<file path="src/rtl/lf_spi_pkg.sv">
// Shared constants and types for the LF SPI command receiver.
package lf_spi_pkg;

  localparam int         DEF_FRAME_BITS = 16;
  localparam logic [7:0] DEF_DIVISOR    = 8'd95;
  localparam logic [7:0] DEF_THRESHOLD  = 8'd127;

  localparam logic [3:0] CMD_SET_CONF       = 4'b0001;
  localparam logic [3:0] CMD_SET_DIVISOR    = 4'b0010;
  localparam logic [3:0] CMD_SET_USER_BYTE1 = 4'b0011;

  localparam logic [7:0] CONF_EDGE_DETECT = 8'h01;

  typedef enum logic [1:0] {
    IDLE,
    SHIFT,
    DECODE
  } state_t;

endpackage

</file>
<file path="src/rtl/sync_edge.sv">
// Two-flop synchroniser with a delayed copy for rise/fall detection.
module sync_edge #(
  parameter logic RST_VAL = 1'b0
) (
  input  logic pck0,
  input  logic nrst,
  input  logic d,
  output logic level,
  output logic rise,
  output logic fall
);

  logic meta;
  logic sync;
  logic dly;

  always_ff @(posedge pck0) begin
    if (!nrst) begin
      meta <= RST_VAL;
      sync <= RST_VAL;
      dly  <= RST_VAL;
    end else begin
      meta <= d;
      sync <= meta;
      dly  <= sync;
    end
  end

  assign level = sync;
  assign rise  = sync & ~dly;
  assign fall  = ~sync & dly;

endmodule

</file>
<file path="src/rtl/lf_spi_cmd_rx.sv">
// SPI command receiver: assembles 16-bit frames from the ARM, decodes them
// into the LF configuration registers and shifts a register snapshot on miso.
//
// state  | meaning
// IDLE   | waiting for ncs to fall; miso held at 0
// SHIFT  | frame in progress; rx shifts on spck rise, tx on spck fall
// DECODE | one cycle: length/opcode check, register update, strobe
module lf_spi_cmd_rx
  import lf_spi_pkg::*;
#(
  parameter int         FRAME_BITS        = DEF_FRAME_BITS,
  parameter logic [7:0] DEFAULT_DIVISOR   = DEF_DIVISOR,
  parameter logic [7:0] DEFAULT_THRESHOLD = DEF_THRESHOLD
) (
  input  logic       pck0,
  input  logic       nrst,
  input  logic       spck,
  input  logic       mosi,
  input  logic       ncs,
  output logic       miso,
  output logic [7:0] conf_word,
  output logic [7:0] divisor,
  output logic [7:0] user_byte1,
  output logic       cmd_valid,
  output logic       cmd_err
);

  localparam int               CNT_W    = $clog2(FRAME_BITS + 2);
  localparam logic [CNT_W-1:0] CNT_FULL = CNT_W'(FRAME_BITS);
  localparam logic [CNT_W-1:0] CNT_SAT  = CNT_W'(FRAME_BITS + 1);

  logic spck_s, spck_rise, spck_fall;
  logic ncs_s, ncs_rise, ncs_fall;
  logic mosi_s, mosi_rise_unused, mosi_fall_unused;

  state_t           state;
  logic [CNT_W-1:0] bit_cnt;
  logic [15:0]      rx_sr;
  logic [15:0]      tx_sr;
  logic [1:0]       flush_cnt;
  logic             ncs_armed;
  logic             frame_start;

  sync_edge #(.RST_VAL(1'b0)) u_sync_spck (
    .pck0(pck0), .nrst(nrst), .d(spck),
    .level(spck_s), .rise(spck_rise), .fall(spck_fall)
  );

  sync_edge #(.RST_VAL(1'b1)) u_sync_ncs (
    .pck0(pck0), .nrst(nrst), .d(ncs),
    .level(ncs_s), .rise(ncs_rise), .fall(ncs_fall)
  );

  sync_edge #(.RST_VAL(1'b0)) u_sync_mosi (
    .pck0(pck0), .nrst(nrst), .d(mosi),
    .level(mosi_s), .rise(mosi_rise_unused), .fall(mosi_fall_unused)
  );

  // A frame may only start once ncs has been seen high after reset, so a
  // chip select already low at reset release cannot open a partial frame.
  assign frame_start = ncs_fall & ncs_armed;
  assign miso        = tx_sr[15];

  always_ff @(posedge pck0) begin
    if (!nrst) begin
      state      <= IDLE;
      bit_cnt    <= '0;
      rx_sr      <= '0;
      tx_sr      <= '0;
      flush_cnt  <= '0;
      ncs_armed  <= 1'b0;
      conf_word  <= 8'h00;
      divisor    <= DEFAULT_DIVISOR;
      user_byte1 <= DEFAULT_THRESHOLD;
      cmd_valid  <= 1'b0;
      cmd_err    <= 1'b0;
    end else begin
      cmd_valid <= 1'b0;
      cmd_err   <= 1'b0;

      if (flush_cnt != 2'd2) flush_cnt <= flush_cnt + 2'd1;
      else if (ncs_s) ncs_armed <= 1'b1;

      case (state)
        IDLE: begin
          tx_sr <= '0;
          if (frame_start) begin
            state   <= SHIFT;
            bit_cnt <= '0;
            tx_sr   <= {conf_word, user_byte1};
          end
        end

        SHIFT: begin
          if (ncs_rise) begin
            state <= DECODE;
          end else if (spck_rise && !ncs_s) begin
            rx_sr <= {rx_sr[14:0], mosi_s};
            if (bit_cnt != CNT_SAT) bit_cnt <= bit_cnt + 1'b1;
          end else if (spck_fall) begin
            tx_sr <= {tx_sr[14:0], 1'b0};
          end
        end

        DECODE: begin
          if (bit_cnt == CNT_FULL) begin
            case (rx_sr[15:12])
              CMD_SET_CONF: begin
                conf_word <= rx_sr[7:0];
                if (rx_sr[7:0] == CONF_EDGE_DETECT) user_byte1 <= DEFAULT_THRESHOLD;
                cmd_valid <= 1'b1;
              end
              CMD_SET_DIVISOR: begin
                divisor   <= rx_sr[7:0];
                cmd_valid <= 1'b1;
              end
              CMD_SET_USER_BYTE1: begin
                user_byte1 <= rx_sr[7:0];
                cmd_valid  <= 1'b1;
              end
              default: cmd_err <= 1'b1;
            endcase
          end else begin
            cmd_err <= 1'b1;
          end

          // Back-to-back frame: snapshot is taken before this cycle's update.
          state <= IDLE;
          tx_sr <= '0;
          if (frame_start) begin
            state   <= SHIFT;
            bit_cnt <= '0;
            tx_sr   <= {conf_word, user_byte1};
          end
        end

        default: state <= IDLE;
      endcase
    end
  end

endmodule

</file>
<file path="config.mk">
export PLATFORM = sky130hd
export DESIGN_NAME = lf_spi_cmd_rx
export DESIGN_NICKNAME = d
export VERILOG_FILES = /design/src/rtl/lf_spi_pkg.sv /design/src/rtl/sync_edge.sv /design/src/rtl/lf_spi_cmd_rx.sv
export SDC_FILE = /design/constraint.sdc
export NUM_CORES = 1
export LEC_CHECK = 0
export ABC_AREA = 0
export CAP_MARGIN = 30
export CORE_MARGIN = 2
export CORE_UTILIZATION = 55
export CTS_CLUSTER_DIAMETER = 40
export CTS_CLUSTER_SIZE = 28
export DETAILED_ROUTE_END_ITERATION = 10
export PLACE_DENSITY = 0.78
export SETUP_SLACK_MARGIN = 0.4
export SYNTH_ARGS = -nofsm -noshare
export SYNTH_HDL_FRONTEND = slang
export SYNTH_HIERARCHICAL = 1
export SYNTH_SLANG_ARGS = --single-unit
</file>
<file path="constraint.sdc">
create_clock -name pck0 -period 2.74 [get_ports pck0]
set_input_delay 0.548 -clock pck0 [delete_from_list [all_inputs] [get_ports pck0]]
set_output_delay 0.548 -clock pck0 [all_outputs]
set_load 0.05 [all_outputs]
</file>
* Yosys cells after proc, flatten, opt, wreduce, memory -nomap -nowiden
Cells that the tools add are included.
Word-level totals: output and inout port bits 27, bits in registers 76, bits of input ports 5, logic and storage cells 86
Operators by class: mux-type cells 19, reductions and logical operators 17, bitwise logic cells 11, equal/unequal tests 18, $add $sub $neg 2
Operators with widths (count):
- 16-bit two-way mux | 4
- 16-bit one-hot mux with 2 select lines | 1
- 5-bit two-way mux | 4
- 2-bit inequality test (second input constant) | 9
- 8-bit one-hot mux with 2 select lines | 1
- 3-bit AND reduction | 4
- 5-bit one-hot mux with 2 select lines | 1
- 4-bit by 2-bit equality test with 1-bit output (second input constant) | 2
- 8-bit by 1-bit equality test with 1-bit output (second input constant) | 1
- 8-bit two-way mux | 1
- 4-bit AND reduction | 2
- 1-bit inverter | 6
- 2-bit one-hot mux with 3 select lines | 1
- 2-bit AND reduction | 3
- 5-bit by 1-bit adder with 5-bit output (second input constant) | 1
- 1-bit AND | 5
- 5-bit equality test (second input constant) | 1
- 5-bit inequality test (second input constant) | 1
- 5-bit AND reduction | 1
- 4-bit by 1-bit equality test with 1-bit output (second input constant) | 1
- 1-bit two-way mux | 4
- 2-bit two-way mux | 2
- 2-bit nonzero test | 2
- 3-bit OR reduction | 1
- other kinds (8) | 8

* Depth between registers and ports, before layout
Gate-level depths: netlist of the first run.
depth after elaboration 6, depth in mapped cells 8

* By module
Netlist of the first run, hierarchy kept.
Modules (own cells, without submodules):
- lf_spi_cmd_rx | instances 1, cells an instance 300, seq. area each 1361.3 µm², area an instance 2801.4 µm²
- sync_edge | instances 3, cells an instance 8, seq. area each 60.1 µm², area an instance 91.3 µm²

* Least setup slack after synthesis of the first run
OpenSTA, ideal clock, no wires.
path kind reg2reg, start register u_sync_ncs.sync, in the netlist u_sync_ncs/level, end register rx_sr[10], required time 2.612 ns, stages on the path, launching flop included 7, arrival 1.477 ns, path slack 1.136 ns, buffers on the path 1, path through dfxtp_1 -> nor2b_1 -> nor3b_4 -> nand2_1 -> buf_4 -> mux2i_1 -> nor2_1
On the way: longest elaborated chain between the ends 3, elaborated cells between the ends (all ways) 5, classes of those cells 2 x bitwise; 3 x reduce/logical
Ends and longest elaborated chain:
- from (decl) | RTL line sync_edge.sv:14 | logic sync;
- from (signal assigned) | RTL line sync_edge.sv:24 | sync <= meta;
- 1-bit AND | RTL line sync_edge.sv:30 | assign rise = sync & ~dly;
- named net ncs_rise | RTL line lf_spi_cmd_rx.sv:33 | logic ncs_s, ncs_rise, ncs_fall;
- 1-bit inverter (no line)
- 3-bit AND reduction (no line)
- to (signal assigned) | RTL line lf_spi_cmd_rx.sv:98 | rx_sr <= {rx_sr[14:0], mosi_s};
- to (decl) | RTL line lf_spi_cmd_rx.sv:38 | logic [15:0] rx_sr;
The timed path passes the listed nets, and every way through them passes these cells. A chain may end at the register's enable or synchronous reset.

* Final worst setup path of the first run
start register user_byte1[7], end output port user_byte1[7]
RTL lines:
- from (decl) | RTL line lf_spi_cmd_rx.sv:23 | output logic [7:0] user_byte1,
- from (signal assigned) | RTL line lf_spi_cmd_rx.sv:118 | user_byte1 <= rx_sr[7:0];
No word-level cell between the ends.

==> impl_summary.log, run 1 <==
[metrics] Clock Skew: just under 0.008 ns
[metrics] via count: around 2,300
[metrics] cell breakdown of the critical path: clkdlybuf4s50_1
[metrics] pin count of the biggest net entering global routing: 32
[metrics] Power per Cell Area: roughly 600 nW/um^2
[metrics] number of hold-repair buffers added at the cts stage: 0
[metrics] Layout Nets: 360
[metrics] number of levels in the clock H-tree: 3
[metrics] pins over their slew limit: 0
[metrics] half-perimeter wire length after detailed placement: 3.88 mm
[metrics] setup slack, reg-to-reg: 0.75 ns
[metrics] buffers inserted by post-CTS timing repair: 0
[metrics] clock root cell: clkbuf_8
[metrics] Leakage: 1.47 nW
[metrics] total of warnings raised by yosys: 6
[metrics] clock transition time at the flip-flop clock pins of the worst setup and hold paths: 0.08 ns
[metrics] Highest Clock Rate: 473 MHz
[metrics] reg2reg start: bit_cnt[0]$_SDFFE_PN0P_
[metrics] synthesized net count: 329
[metrics] count of buffers from port buffering: 31
[metrics] vias in the first global route: 2,235
[metrics] standard-cell row count: 27
[metrics] DRC violation count after routing: 0
[metrics] cell area after layout: roughly 3600 sq um
[metrics] antenna fix cells: 0
[metrics] area growth from synthesis to layout: 19.6%
[metrics] CTS tree: done
[metrics] wire length of the first global-routing pass: 10.2 mm
[metrics] clock latency on the worst-skew pair: 0.34 ns
[metrics] Final setup viols: 0
[metrics] critical-path cell with the highest stage delay: clkdlybuf4s50_1
[metrics] antenna-violating nets left: 0
[metrics] maximum fanout along the worst path: 3
[metrics] Crit path arrival time: 1.57 ns
[metrics] worst slew pin tran: 0.601 ns
[metrics] net switching component of the power: between 400 and 500 uW
[metrics] routed wire length per instance: 13.5 microns
[metrics] period utilization: 77.1%
[metrics] largest buffer count on any clock path: 2
[metrics] setup TNS after final layout: 0 ns
[metrics] sequential group share of total power: 53.4%
[metrics] fraction of power spent switching nets: 21.7%
[metrics] combinational fraction of design power: 5.6%
[metrics] nature of the critical path endpoint: output port
[metrics] final number of hold-violating endpoints: 0
[metrics] Max VDD drop: between 300 and 400 uV
[metrics] endpoint with the worst hold slack: u_sync_ncs/level$_SDFF_PN1_
[metrics] CTS Sinks: 76
[metrics] cell depth of the worst min-delay path: 1
[metrics] type of the tightest min-delay check: flip-flop to flip-flop
[metrics] category of cells accounting for the largest share of critical-path delay: buffers and inverters
[metrics] clock share of power: slightly above 40%
[metrics] total length of routed wires: roughly 5.8 mm
[metrics] Critical R2R Capture: divisor[6]$_SDFFE_PN1P_
[metrics] most frequent cells in the layout: dfxtp_1 (76), nor2_1 (57), mux2i_1 (32)
[metrics] slew margin rel.: 59.7%
[metrics] number of instances in the synthesized netlist: 320
[metrics] Die X-Extent: 78.3 microns
[metrics] final weighted congestion in routability-driven placement: around 0.80
[metrics] remaining global-route overflow: 0
[metrics] Required @ worst endpoint: 2.19 ns
[metrics] chip height: 78.3 microns
[metrics] Placement Cell Area: 3430 sq um
[metrics] netlist area before placement: roughly 3000 sq um
[metrics] area of the placeable core: 5410 sq um
[metrics] via density per instance: 5.43
[metrics] Final Power: 2.16 mW
[metrics] R2R depth: 6
[metrics] internal power component: between 1.5 and 2 mW
[metrics] Max stage delay on crit path: 0.83 ns
[metrics] max capacitance violation total: 0
[metrics] fraction of final layout cells sized beyond drive strength 1: 8.45%
[metrics] most common cell after layout, fill and taps aside: dfxtp_1
[metrics] drt first-iter violations: 147
[metrics] initial cell density of the core: 56.2%
[metrics] post-synthesis average cell area: 9.49 sq um
[metrics] cells resized by post-CTS repair: 0
[metrics] status: finished clean
[metrics] number of ports placed on the die boundary: 32
[metrics] time the worst path needs with I/O delays and setup: about 2.1 ns
[metrics] global router's overall resource usage: 21.1%
[metrics] antenna violations before repair: 0
[metrics] Worst Hold Launch: u_sync_ncs/meta$_SDFF_PN1_
[metrics] utilization of the core after routing: 67.2%
[metrics] worst-case hold slack: 0.409 ns
[metrics] RSZ-0062 raised after global routing: false
[metrics] number of optimization iterations in the first detailed-route pass: 4
[metrics] crit path kind: flip-flop to output port
[metrics] TritonCTS Buffers: 9
[metrics] DIE AREA: 6130 sq um
[metrics] Setup crit start kind: flip-flop
[metrics] Buf/Inv on CP: 1
[per-layer routing]
| metal | vias to the layer above | wire length (microns) | GRT usage [%] |
|---|---|---|---|
| met5 | - | 0 | 0 |
| met4 | 0 | 80 | 8.07 |
| met3 | 7 | 256 | 5.98 |
| met2 | 45 | 2590 | 32.8 |
| met1 | 1078 | 2860 | 28.0 |
| li1 | 1189 | - | - |
[power groups by stage]
stage	logic, mW	clock network (mW)	registers, mW
floorplan	0.0953	0	1.17
global placement	0.117	0	1.18
detailed placement	0.122	0	1.18
CTS	0.122	0.908	1.15
global route	0.140	0.946	1.16
finish	0.120	0.886	1.15
[sequential cells by signal, summed over array words and instances, names as in the netlist]
register / count
u_sync_spck/meta: 1
user_byte1: 8
cmd_err: 1
u_sync_spck/level: 1
divisor: 8
ncs_armed: 1
rx_sr: 16
state: 2
cmd_valid: 1
u_sync_mosi/level: 1
conf_word: 8
u_sync_ncs/meta: 1
u_sync_ncs/level: 1
u_sync_mosi/meta: 1
flush_cnt: 2
u_sync_ncs/dly: 1
tx_sr: 16
bit_cnt: 5
u_sync_spck/dly: 1
[metrics by stage]
| stage | setup WS, ns | cells |
|---|---|---|
| 2_1_floorplan | 1.14 | 320 |
| 3_3_place_gp | 0.668 | 412 |
| 3_5_place_dp | 0.647 | 412 |
| 4_1_cts | 0.612 | 427 |
| 5_1_grt | 0.579 | 427 |
| 6_report | 0.627 | 427 |
[how the worst max path moves through the flow]
stage / from / endpoint / cells past startpoint
floorplan: u_sync_ncs/level$_SDFF_PN1_ / rx_sr[10]$_SDFFE_PN0P_ / 6
global placement: nrst / user_byte1[3]$_SDFFE_PN1P_ / 5
detailed placement: nrst / user_byte1[3]$_SDFFE_PN1P_ / 5
CTS: conf_word[7]$_SDFFE_PN0P_ / conf_word[7] / 1
global route: bit_cnt[1]$_SDFFE_PN0P_ / divisor[6]$_SDFFE_PN1P_ / 6
finish: user_byte1[7]$_SDFFE_PN0P_ / user_byte1[7] / 1
[layout make-up]
type / instances / area (sq um)
clock buffer: 10 / 128
clock inverter: 5 / 77.6
fill: 428 / 1770
inverter: 6 / 22.5
multi-input combinational: 217 / 1410
sequential: 76 / 1520
tap: 72 / 90.1
timing repair buffer: 41 / 385
Note: power is estimated with default switching activity, not from simulation.
==> inputs of run 2 (changes only) <==
==> constraint.sdc (replaced) <==
create_clock -name pck0 -period 2.22 [get_ports pck0]
set_input_delay 0.444 -clock pck0 [delete_from_list [all_inputs] [get_ports pck0]]
set_output_delay 0.444 -clock pck0 [all_outputs]
set_load 0.05 [all_outputs]
==> run 2 against run 1 <==
Power up 27%. Die area unchanged. Worst hold slack improved by 0.0020 ns. Sequential share of layout area down 0.41 points. Clock-buffer cell count increased by 1. Critical endpoint is now user_byte1[5]. Critical path type unchanged. Register-to-register slack lost 0.23 ns.
==> impl_summary.log, run 2 (same netlist as run 1, synthesis figures left out) <==
[metrics] routed wire length per instance: 14.6 microns (+8.2%)
[metrics] area growth from synthesis to layout: 20.8%
[metrics] Crit path arrival time: 1.29 ns (-0.28 ns)
[metrics] largest registers: rx_sr: 16 flops, tx_sr: 16 flops
[metrics] clock share of power: 42.5% (+1.4 points)
[metrics] DIE AREA: 6130 sq um (unchanged)
[metrics] Max stage delay on crit path: 0.55 ns (-0.28 ns)
[metrics] RSZ-0062 raised after global routing: true
[metrics] Buf/Inv on CP: 1 (unchanged)
[metrics] category of cells accounting for the largest share of critical-path delay: buffers and inverters
[metrics] number of hold-repair buffers added at the cts stage: 0 (unchanged)
[metrics] clock latency on the worst-skew pair: 0.34 ns (about the same)
[metrics] maximum fanout along the worst path: 3 (unchanged)
[metrics] Clock Skew: 0.0137 ns (+0.00588 ns)
[metrics] clock root cell: clkbuf_8
[metrics] initial cell density of the core: 56.2% (unchanged)
[metrics] sequential group share of total power: 51.9% (-1.5 points)
[metrics] time the worst path needs with I/O delays and setup: 1.74 ns
[metrics] Required @ worst endpoint: 1.78 ns (-0.41 ns)
[metrics] vias in the first global route: 2,138 (-4.3%)
[metrics] Leakage: 1.54 nW (+4.6%)
[metrics] antenna-violating nets left: 0 (unchanged)
[metrics] register cell area after layout: 1520 sq um (unchanged)
[metrics] PnR worst setup slack: 0.485 ns (-0.142 ns)
[metrics] max capacitance violation total: 0 (unchanged)
[metrics] Die X-Extent: 78.3 microns (unchanged)
[metrics] combinational fraction of design power: 5.7% (about the same)
[metrics] final weighted congestion in routability-driven placement: 0.808 (+1.4%)
[metrics] standard-cell row count: 27 (unchanged)
[metrics] pre-CTS worst setup slack: 0.231 ns (-0.416 ns)
[metrics] count of buffers from port buffering: 31 (unchanged)
[metrics] fill cell instance count of the final layout: 461 (+7.7%)
[metrics] DRC violation count after routing: 0 (unchanged)
[metrics] Final setup viols: 0 (unchanged)
[metrics] period utilization: 78.2%
[metrics] Highest Clock Rate: 576 MHz
[metrics] final number of hold-violating endpoints: 0 (unchanged)
[metrics] area occupied by multi-input gates: 1440 sq um (+2.6%)
[metrics] pins over their slew limit: 0 (unchanged)
[metrics] remaining global-route overflow: 0 (unchanged)
[metrics] most common cell after layout, fill and taps aside: dfxtp_1
[metrics] fraction of final layout cells sized beyond drive strength 1: 10.9% (+2.4 points)
[metrics] internal power component: 2.13 mW (+26%)
[metrics] Max VDD drop: 511 uV (+45%)
[metrics] cell breakdown of the critical path: dlygate4sd2_1
[metrics] CTS Sinks: 76 (unchanged)
[metrics] wire length of the first global-routing pass: 10.4 mm (+1.9%)
[metrics] number of optimization iterations in the first detailed-route pass: 4 (unchanged)
[metrics] number of logic stages on the critical path including buffering: 1 (unchanged)
[metrics] TritonCTS Buffers: 9 (unchanged)
[metrics] setup TNS after final layout: 0 ns (unchanged)
[metrics] critical path endpoint: user_byte1[5]
[metrics] clock transition time at the flip-flop clock pins of the worst setup and hold paths: 0.08 ns (about the same)
[metrics] status: finished clean
[metrics] CTS tree: done
[metrics] setup slack, reg-to-reg: 0.52 ns (-0.23 ns)
[metrics] total length of routed wires: 6.30 mm (+9.0%)
[metrics] antenna violations before repair: 0 (unchanged)
[metrics] type of the tightest min-delay check: flip-flop to flip-flop
[metrics] largest buffer count on any clock path: 2 (unchanged)
[metrics] antenna fix cells: 0 (unchanged)
[metrics] critical-path cell with the highest stage delay: dlygate4sd2_1
[metrics] global router's overall resource usage: 21.9% (+0.84 points)
[metrics] R2R depth: 6 (unchanged)
[metrics] Critical R2R Capture: bit_cnt[4]$_SDFFE_PN0P_
[metrics] area of the placeable core: 5410 sq um (unchanged)
[metrics] slew margin rel.: 63.4% (+3.7 points)
[metrics] nature of the critical path endpoint: output port
[metrics] number of levels in the clock H-tree: 3 (unchanged)
[metrics] via count: 2,340 (+0.91%)
[metrics] half-perimeter wire length after detailed placement: 4.20 mm (+8.2%)
[metrics] reg2reg start: bit_cnt[1]$_SDFFE_PN0P_
[metrics] cell area after layout: 3670 sq um (+1.0%)
[metrics] Layout Nets: 362 (+0.56%)
[metrics] pin count of the biggest net entering global routing: 32 (unchanged)
[metrics] chip height: 78.3 microns (unchanged)
[metrics] Power per Cell Area: 746 nW/um^2 (+26%)
[metrics] Placement Cell Area: 3440 sq um (+0.44%)
[metrics] most frequent cells in the layout: dfxtp_1 (76), nor2_1 (57), mux2i_1 (32)
[metrics] number of ports placed on the die boundary: 32 (unchanged)
[metrics] worst slew pin tran: 0.547 ns (-0.0538 ns)
[metrics] Setup crit start kind: flip-flop
[metrics] via density per instance: 5.44 (+0.20%)
[metrics] fraction of power spent switching nets: 22.1% (+0.48 points)
[metrics] net switching component of the power: 606 uW (+30%)
[metrics] crit path kind: flip-flop to output port
[metrics] critical path launch point: user_byte1[5]$_SDFFE_PN1P_
[metrics] drt first-iter violations: 152 (+3.4%)
==> run 2: changes by cell type in the layout (fill, tap and decap cells not counted), sizes merged <==
cell           before  now
clkdlybuf4s50      31    4
dlygate4sd2         0   27
buf                10   12
clkbuf             10   11
clkinvlp            1    0
inv                 6    7
==> run 2: layout make-up <==
class	instances	area share (%)
Clock inverter	5	2.25
Clock buffer	11	3.85
Sequential cell	76	41.5
Timing Repair Buffer	43	9.99
Multi-Input combinational cell	217	39.4
Tap cell	72	2.46
Inverter	6	0.614
==> run 2: metal layers <==
| layer | routed length (microns) | track usage [%] |
|---|---|---|
| met1 | 2970 | 28.7 |
| met2 | 3000 | 34.9 |
| met3 | 220 | 5.06 |
| met4 | 112 | 9.47 |
| met5 | 0 | 0 |
==> run 2: worst min-delay path by stage <==
stage               slack [ns]  depth (start not counted)                        from                          end
finish                    0.41                          1  u_sync_ncs/meta$_SDFF_PN1_  u_sync_ncs/level$_SDFF_PN1_
global route              0.43                          1  u_sync_ncs/meta$_SDFF_PN1_  u_sync_ncs/level$_SDFF_PN1_
CTS                       0.41                          1  u_sync_ncs/meta$_SDFF_PN1_  u_sync_ncs/level$_SDFF_PN1_
detailed placement        0.39                          1  u_sync_ncs/meta$_SDFF_PN1_  u_sync_ncs/level$_SDFF_PN1_
global placement          0.39                          1  u_sync_ncs/meta$_SDFF_PN1_  u_sync_ncs/level$_SDFF_PN1_
floorplan                 0.39                          1  u_sync_ncs/meta$_SDFF_PN1_  u_sync_ncs/level$_SDFF_PN1_
==> run 2: power groups by stage <==
stage	registers [mW]	clock network, mW	logic, mW
after floorplan	1.45	0	0.118
after global placement	1.45	0	0.148
after detailed placement	1.45	0	0.154
after CTS	1.42	1.18	0.155
after global routing	1.42	1.23	0.178
final	1.42	1.16	0.155
==> run 2: stage by stage <==
| stage | std cells | hold WS (ns) | util (%) | power [mW] |
|---|---|---|---|---|
| global route | 430 | 0.425 | 67.9 | 2.83 |
| detailed placement | 414 | 0.394 | 63.7 | 1.61 |
| finish | 430 | 0.411 | 67.9 | 2.74 |
| floorplan | 320 | 0.386 | - | 1.57 |
| global placement | 414 | 0.388 | 63.7 | 1.60 |
| CTS | 430 | 0.412 | 67.6 | 2.75 |
==> run 2: what timing repair did <==
item / in CTS / in global routing
buffers inserted: 0 / 0
resized for setup: 30 / 4
setup endpoints to repair: 38 / 27
pin swaps: 0 / 0
==> inputs of run 3 (changes only) <==
==> constraint.sdc (replaced) <==
create_clock -name pck0 -period 1.8 [get_ports pck0]
set_input_delay 0.36 -clock pck0 [delete_from_list [all_inputs] [get_ports pck0]]
set_output_delay 0.36 -clock pck0 [all_outputs]
set_load 0.05 [all_outputs]
==> run 3 against run 2 <==
Die area is the same. Sequential share of layout area down 4.1 points. Clock-buffer cell count stayed put. Largest cell class is now multi-input combinational cells.
==> impl_summary.log, run 3 (same netlist as run 1, synthesis figures left out) <==
[metrics] final weighted congestion in routability-driven placement: 0.815 (+0.93%)
[metrics] Highest Clock Rate: between 600 and 700 MHz
[metrics] met1 WL: 3.33 mm (+12%)
[metrics] met3 WL: 284 microns (+29%)
[metrics] number of hold-repair buffers added at the cts stage: 0 (unchanged)
[metrics] remaining global-route overflow: 0 (unchanged)
[metrics] via count: 2,578 (+10%)
[metrics] Max stage delay on crit path: 0.46 ns (-0.09 ns)
[metrics] area growth from synthesis to layout: 37.2%
[metrics] critical-path cell with the highest stage delay: dfxtp_2
[metrics] slew margin rel.: 74.3% (+11 points)
[metrics] crit path kind: flip-flop to flip-flop
[metrics] clock transition time at the flip-flop clock pins of the worst setup and hold paths: 0.08 ns (about the same)
[metrics] nature of the critical path endpoint: flip-flop
[metrics] Crit path arrival time: 1.90 ns (+0.61 ns)
[metrics] Power per Cell Area: 785 nW/um^2 (+5.2%)
[metrics] CTS Sinks: 76 (unchanged)
[metrics] number of optimization iterations in the first detailed-route pass: 5 (+1)
[metrics] pins over their slew limit: 0 (unchanged)
[metrics] standard-cell row count: 27 (unchanged)
[metrics] Leakage: 1.77 nW (+15%)
[metrics] Required @ worst endpoint: 2.04 ns (+0.26 ns)
[metrics] DRC violation count after routing: 0 (unchanged)
[metrics] time the worst path needs with I/O delays and setup: 1.66 ns
[metrics] fraction of final layout cells sized beyond drive strength 1: 35.7% (+25 points)
[metrics] maximum fanout along the worst path: 8 (+5)
[metrics] met2 wirelength from detailed routing: 3.85 mm (+28%)
[metrics] CTS tree: done
[metrics] count of placed standard cells including taps: 416 (+0.48%)
[metrics] most frequent cells in the layout: dfxtp_1 (61), nor2_1 (57), buf_4 (49)
[metrics] pin count of the biggest net entering global routing: 24 (-25%)
[metrics] number of levels in the clock H-tree: 3 (unchanged)
[metrics] cell area after layout: 4170 sq um (+14%)
[metrics] antenna violations before repair: 0 (unchanged)
[metrics] TritonCTS Buffers: 9 (unchanged)
[metrics] setup TNS after final layout: 0 ns (unchanged)
[metrics] antenna-violating nets left: 0 (unchanged)
[metrics] highest metal layer used by the detailed router: met4
[metrics] total length of routed wires: 7.66 mm (+22%)
[metrics] largest buffer count on any clock path: 2 (unchanged)
[metrics] RSZ-0062 raised after global routing: true
[metrics] Placement Cell Area: 3450 sq um (+0.36%)
[metrics] antenna fix cells: 0 (unchanged)
[metrics] period utilization: 92.2%
[metrics] half-perimeter wire length after detailed placement: 4.03 mm (-3.9%)
[metrics] wire length of the first global-routing pass: 11.4 mm (+9.7%)
[metrics] max capacitance violation total: 0 (unchanged)
[metrics] non-filler cells, final: 453 (+5.3%)
[metrics] Max VDD drop: 911 uV (+78%)
[metrics] routed wire length per instance: 16.9 microns (+15%)
[metrics] chip height: 78.3 microns (unchanged)
[metrics] count of buffers from port buffering: 31 (unchanged)
[metrics] largest registers: rx_sr: 16 flops, tx_sr: 16 flops
[metrics] Die X-Extent: 78.3 microns (unchanged)
[metrics] fill cell instance count of the final layout: 366 (-21%)
[metrics] clock latency on the worst-skew pair: 0.34 ns (about the same)
[metrics] DIE AREA: 6130 sq um (unchanged)
[metrics] final number of hold-violating endpoints: 0 (unchanged)
[metrics] type of the tightest min-delay check: flip-flop to flip-flop
[metrics] initial cell density of the core: 56.2% (unchanged)
[metrics] Layout Nets: 386 (+6.6%)
[metrics] most common cell after layout, fill and taps aside: dfxtp_1
[metrics] Final Power: 3.27 mW (+19%)
[metrics] cell breakdown of the critical path: nor3b_1, nand4bb_1, buf_6, mux2i_1, nand2_1
[metrics] via density per instance: 5.69 (+4.6%)
[metrics] global router's overall resource usage: 23.8% (+1.9 points)
[metrics] vias in the first global route: 2,380 (+11%)
[metrics] Clock Skew: 0.00964 ns (-0.00405 ns)
[metrics] Setup crit start kind: flip-flop
[metrics] drt first-iter violations: 169 (+11%)
[metrics] area of the placeable core: 5410 sq um (unchanged)
[metrics] number of ports placed on the die boundary: 32 (unchanged)
[metrics] worst slew pin tran: 0.385 ns (-0.162 ns)
[metrics] utilization of the core after routing: 77.1% (+9.2 points)
[metrics] Final setup viols: 0 (unchanged)
[metrics] clock root cell: clkbuf_8
[metrics] status: finished clean
run 3: cell count changes in the layout (fill, tap and decap cells not counted), sizes merged:
cell | previous run | this run
nand2 | 19 | 20
clkbuf | 11 | 12
buf | 12 | 61
bufinv | 2 | 1
dlygate4sd2 | 27 | 0
run 3: through the flow:
| step | setup WS [ns] | hold slack [ns] |
|---|---|---|
| floorplan | 0.342 | 0.386 |
| global placement | 0.190 | 0.388 |
| detailed placement | 0.128 | 0.398 |
| CTS | 0.277 | 0.430 |
| global route | 0.112 | 0.440 |
| finish | 0.140 | 0.422 |
run 3: routing by layer:
layer  global-route usage, %  up-vias
li1                        -     1239
met1                    30.8     1257
met2                    39.1       65
met3                    3.79       17
met4                    11.2        0
met5                       0        -
run 3: layout make-up:
| class | instances | area [sq um] | area share [%] |
|---|---|---|---|
| Multi-Input combinational cell | 218 | 1690 | 40.5 |
| Clock inverter | 4 | 48.8 | 1.17 |
| Inverter | 6 | 22.5 | 0.541 |
| Timing Repair Buffer | 66 | 621 | 14.9 |
| Clock buffer | 11 | 141 | 3.39 |
| Tap cell | 72 | 90.1 | 2.16 |
| Sequential cell | 76 | 1560 | 37.3 |
run 3: what timing repair did:
item,CTS,global route
pin swaps,14,15
gates cloned,3,2
endpoints found under the setup margin,60,61
endpoints found under the hold margin,0,0
buffers inserted,11,6
gates resized for setup,38,32
run 3: worst paths after layout:
| path | from | depth (start not counted) | slack [ns] | endpoint |
|---|---|---|---|---|
| setup / recovery | rx_sr[13]$_SDFFE_PN0P_ | 5 | 0.14 | divisor[2]$_SDFFE_PN1P_ |
| hold / removal | u_sync_ncs/meta$_SDFF_PN1_ | 1 | 0.42 | u_sync_ncs/level$_SDFF_PN1_ |
| setup reg to reg | rx_sr[13]$_SDFFE_PN0P_ | 5 | 0.14 | divisor[2]$_SDFFE_PN1P_ |
| hold reg to reg | u_sync_ncs/meta$_SDFF_PN1_ | 1 | 0.42 | u_sync_ncs/level$_SDFF_PN1_ |
run 3: power by group:
part | switching [mW] | internal, mW
sequential | 0.0276 | 1.72
combinational | 0.132 | 0.114
clock | 0.607 | 0.672
total | 0.766 | 2.51
run 3: worst max-delay path, delay by kind of cell, from the launching register on:
kind	cells	cell delay, ns
AND/OR/NAND/NOR	3	0.69
multiplexers	1	0.19
flip-flops	1	0.46
buffers and inverters	1	0.21
